`config.mk`:
```
export PLATFORM = sky130hd
export DESIGN_NAME = pipelined_adder
export DESIGN_NICKNAME = d
export VERILOG_FILES = /design/src/rtl/adder_pkg.sv /design/src/rtl/adder_chunk.sv /design/src/rtl/pipelined_adder.sv
export SDC_FILE = /design/constraint.sdc
export NUM_CORES = 1
export LEC_CHECK = 0
export CORE_MARGIN = 2
export CORE_UTILIZATION = 55
export DETAILED_ROUTE_END_ITERATION = 10
export HOLD_SLACK_MARGIN = 0.08
export PLACE_DENSITY = 0.8
export SYNTH_ARGS = -nofsm -noshare
export SYNTH_HDL_FRONTEND = slang
export SYNTH_SLANG_ARGS = --single-unit
```
`constraint.sdc`:
```
create_clock -name clk -period 11.8 [get_ports clk]
set_clock_uncertainty 0.15 [all_clocks]
set_input_delay 1.77 -clock clk [delete_from_list [all_inputs] [get_ports clk]]
set_output_delay 1.77 -clock clk [all_outputs]
set_load 0.005 [all_outputs]
```
`src/rtl/adder_pkg.sv`:
```
// Shared types and configuration checks for the pipelined adder.
package adder_pkg;

    typedef enum logic [1:0] {
        OP_ADD = 2'd0,
        OP_ADC = 2'd1,
        OP_SUB = 2'd2
    } adder_op_t;

    // Legal configuration: positive chunk, at least one stage, width an exact multiple of chunk.
    function automatic bit cfg_ok(input int width, input int chunk);
        return (chunk > 0) && (width >= chunk) && ((width % chunk) == 0);
    endfunction

endpackage

```
`src/rtl/adder_chunk.sv`:
```
// Combinational CHUNK-bit ripple adder; msb_cIn is the carry into the top bit, used for signed overflow.
module adder_chunk #(
    parameter int CHUNK = 16
) (
    input  logic [CHUNK-1:0] a,
    input  logic [CHUNK-1:0] b,
    input  logic             cIn,
    output logic [CHUNK-1:0] s,
    output logic             cOut,
    output logic             msb_cIn
);

    // Bit-serial ripple through the slice, capturing the carry that enters the MSB.
    always_comb begin
        logic c;
        s       = '0;
        msb_cIn = 1'b0;
        c       = cIn;
        for (int i = 0; i < CHUNK; i++) begin
            if (i == CHUNK - 1) msb_cIn = c;
            s[i] = a[i] ^ b[i] ^ c;
            c    = (a[i] & b[i]) | (a[i] & c) | (b[i] & c);
        end
        cOut = c;
    end

endmodule

```
`src/rtl/pipelined_adder.sv`:
```
// Pipelined adder/subtractor: one CHUNK slice resolved per stage, carry registered between stages,
// valid/ready on both sides with a global stall (no skid buffer).
module pipelined_adder
    import adder_pkg::*;
#(
    parameter int WIDTH = 64,
    parameter int CHUNK = 16
) (
    input  logic             clk,
    input  logic             reset,
    input  logic             in_valid,
    output logic             in_ready,
    input  logic [WIDTH-1:0] a,
    input  logic [WIDTH-1:0] b,
    input  adder_op_t        op,
    input  logic             cIn,
    output logic             out_valid,
    input  logic             out_ready,
    output logic [WIDTH-1:0] sum,
    output logic             cOut,
    output logic             overflow,
    output logic             zero,
    output logic             negative
);

    localparam int STAGES = WIDTH / CHUNK;

    if (!cfg_ok(WIDTH, CHUNK)) begin : g_bad_cfg
        $error("pipelined_adder: WIDTH must be a non-zero multiple of CHUNK");
    end

    // Per-stage payload: operands still to be resolved, partial sum, carry into the next slice,
    // and the carry into the MSB of the slice just resolved.
    typedef struct packed {
        logic [WIDTH-1:0] a;
        logic [WIDTH-1:0] b;
        logic [WIDTH-1:0] s;
        logic             c;
        logic             msb_c;
    } stage_t;

    logic              stall;
    logic              take;
    logic [STAGES:1]   vld_pipe;
    stage_t            cond;

    assign out_valid = vld_pipe[STAGES];
    assign stall     = out_valid & ~out_ready;
    assign in_ready  = ~stall;
    assign take      = in_valid & in_ready;

    // Operand conditioning: subtract is a + ~b + 1; reserved op code behaves as plain add.
    always_comb begin
        cond   = '0;
        cond.a = a;
        case (op)
            OP_ADC:  begin cond.b = b;  cond.c = cIn;  end
            OP_SUB:  begin cond.b = ~b; cond.c = 1'b1; end
            default: begin cond.b = b;  cond.c = 1'b0; end
        endcase
    end

    // Valid shift register; whole pipe freezes on stall, bubbles included.
    always_ff @(posedge clk) begin
        if (reset) begin
            vld_pipe <= '0;
        end else if (!stall) begin
            vld_pipe[1] <= take;
            for (int k = 2; k <= STAGES; k++) vld_pipe[k] <= vld_pipe[k-1];
        end
    end

    for (genvar k = 0; k < STAGES; k++) begin : g_stg
        stage_t           src;
        stage_t           nxt;
        stage_t           q;
        logic [CHUNK-1:0] cs;
        logic             co;
        logic             mc;

        if (k == 0) begin : g_first
            assign src = cond;
        end else begin : g_rest
            assign src = g_stg[k-1].q;
        end

        adder_chunk #(.CHUNK(CHUNK)) u_chunk (
            .a       (src.a[k*CHUNK +: CHUNK]),
            .b       (src.b[k*CHUNK +: CHUNK]),
            .cIn     (src.c),
            .s       (cs),
            .cOut    (co),
            .msb_cIn (mc)
        );

        // Splice this stage's slice into the travelling partial sum.
        always_comb begin
            nxt                       = src;
            nxt.s[k*CHUNK +: CHUNK]   = cs;
            nxt.c                     = co;
            nxt.msb_c                 = mc;
        end

        // Stage register: cleared by reset, held while stalled.
        always_ff @(posedge clk) begin
            if (reset)       q <= '0;
            else if (!stall) q <= nxt;
        end
    end

    assign sum      = g_stg[STAGES-1].q.s;
    assign cOut     = g_stg[STAGES-1].q.c;
    assign overflow = g_stg[STAGES-1].q.c ^ g_stg[STAGES-1].q.msb_c;
    // Gated by valid so the cleared register after reset does not report zero.
    assign zero     = out_valid & ~|sum;
    assign negative = sum[WIDTH-1];

    // Operands are fully consumed by the last stage.
    logic unused_ok;
    assign unused_ok = ^{g_stg[STAGES-1].q.a, g_stg[STAGES-1].q.b};

endmodule

```
==> out/metrics.cfg <==
[placement]
dp.final_hpwl_um = 22700
gp_congestion = 0.877
portBuffers = 204

[global_routing]
use_met3 = 0.0281
use_met2 = 0.346
met1_usage = 0.348
grt_usage = 0.230
grt_pass1_wl_um = 54100
grt_overflow = 0
top_usage_layer = met1
first_global_vias = 10500
grt_max_degree = 153
antenna_found_initial = 2

[yosys]
synth_top_area_share = 0.468
ys_ff_latch = 361
synth_edf_count = 0
ys_seq_area_frac = 0.468
yosys_warnings = 0
yosysUniqueCellTypes = 25
ys_top_cells_by_count = nand2_1 (578), dfxtp_1 (361), a21oi_1 (290)
synth_area_um2 = 15400
yosys.area.top_type = dfxtp_1
ys_async_sr_fraction = 0
syn_nets = 1964
synth_area_per_cell_um2 = 8.76
syn_inst = 1762
ys_top_cells_by_area = dfxtp_1 (47%), nand2_1 (14%), a21oi_1 (9.4%)
synth.most_common_cell = nand2_1
synth-main-ff-cell = dfxtp_1

[sta]
period_needed_ns = 9.74
max_slew_margin = 0.218
rsz0062_at_grt = no
whs_ns = 0.299
max_freq_mhz = 103
drv_slew = 0
worstMarginPinSlew_ns = 1.17
finalSetupTns_ns = 0
finalCritPeriodShare = 0.825
hold_viol = 0
setup_viol = 0

[clock_tree]
tritoncts = built
clk_pin_slew_worst_paths_ns = 0.06
root_buffer = clkbuf_16
clock_sinks = 361
post_cts.repair.setup_buffers = 0
numCtsBuffers = 37
cts_max_path_buffers = 3
hold_buffers = 0
h-tree-depth = 2
clk_latency_ns = 0.52
post_cts_resized = 0

[setup_path]
required_ns = 12.00
startpoint_type = input pin
cp_max_fo = 16
cpMostUsedCell = fa_1
worst_setup_path_end_kind = flop
critPathArrivalTime_ns = 9.94
crit_slowest_cell = clkdlybuf4s50_1
crit_type = in -> reg
cp_slowest_stage_delay_ns = 0.44

[routing]
post_drt_wl_per_cell_um = 15.3
routed_wl_um = 34100
ant_nets = 0
vias = 11500
first_pass_iters = 5
via_per_inst = 5.15
drt-initial-drc-count = 1002
drc = 0

[power]
powerDensity_nw_per_um2 = 154
peakVddDrop_v = 0.000112
p_leak_nw = 6.81
total_power_mw = 2.77

[floorplan]
coreArea_um2 = 27700
start_util = 0.557
rows = 61
dieArea_um2 = 29400
die_x_um = 171
die_h_um = 171
pin_count = 205

[job]
max_cap_violations = 0

[hold_path]
hold_path.class = reg -> reg

[finish]
nets = 2025
area_growth_pct = 16.5
final_core_util = 0.649
drive_gt1_frac = 0.0779

[run_status]
status = finished clean

## area by class of cell
class	count	area (um^2)
Clock buffer	54	1100
Timing Repair Buffer	214	2120
Clock inverter	11	62.6
Antenna cell	1	2.50
Sequential cell	361	7230
Multi-Input combinational cell	1169	6820
Inverter	40	166
Tap cell	378	473
Fill cell	2263	9730
## layout by cell type, fill, tap and decap left out, types with 2 or more instances in the layout
master           instances
a211oi_1                10
a211oi_2                61
a21oi_1                290
buf_4                   10
clkbuf_1                 6
clkbuf_16               37
clkbuf_8                11
clkdlybuf4s50_1        203
clkinv_2                 9
dfxtp_1                361
fa_1                    64
ha_1                     2
inv_1                   39
inv_6                    2
nand2_1                578
nand3_1                  2
nand4_1                  2
nor2_1                  65
nor2_2                  10
nor4_1                  15
xnor2_1                 60
xor2_1                   5
## power breakdown
part / switching, mW / internal (mW)
logic: 0.147 / 0.151
registers: 0.0546 / 1.30
clock network: 0.466 / 0.646
## path summary, 6_finish.rpt
path	from	to	slack, ns	depth (start not counted)
setup / recovery	op[0]	g_stg[0].q[17]	2.06	26
hold / removal	g_stg[0].q[180]	g_stg[0].q[180]	0.30	2
setup reg to reg	g_stg[2].q[114]	sum[63]	4.56	20
hold reg to reg	g_stg[0].q[180]	g_stg[0].q[180]	0.30	2
## stage by stage
stage          setup WS, ns  instance area [um^2]  std cells
2_1_floorplan          2.32                 15400       1762
3_3_place_gp           1.71                 16800       2162
3_5_place_dp           1.50                 16800       2162
4_1_cts                2.01                 18000       2227
5_1_grt                1.67                 18000       2228
6_report               2.06                 18000       2228
## sequential cells by signal, indices dropped and copies added, names as in the netlist
| signal | count |
|---|---|
| g_stg.q | 292 |
| sum | 64 |
| cOut | 1 |
| vld_pipe | 4 |
## worst max-delay path, delay by kind of cell
| kind | cells | cell delay [ns] |
|---|---|---|
| adder cells (fa/ha/maj) | 17 | 6.79 |
| AO/OA/AOI/OAI | 2 | 0.14 |
| AND/OR/NAND/NOR | 2 | 0.24 |
| buffers and inverters | 5 | 0.97 |
## routing by layer
metal	vias up	part of all wire	wire length, um
li1	5728	-	-
met2	309	0.45	15300
met3	55	0.053	1820
met1	5391	0.48	16300
met4	0	0.024	812
met5	-	0	0
## logic make-up (layout without fill, tap and decap cells)
| kind of cell | count (synthesis) | in the layout | share of synthesized area |
|---|---|---|---|
| flops | 361 | 361 | 0.468 |
| fa+ha+maj | 67 | 67 | 0.0855 |
| buf+inv | 232 | 319 | 0.0905 |
| xor+xnor | 65 | 65 | 0.0369 |
| compound gates | 361 | 361 | 0.148 |
| other cells | 0 | 1 | 0 |
| simple gates | 676 | 676 | 0.170 |
(Power assumes the default switching activity.)
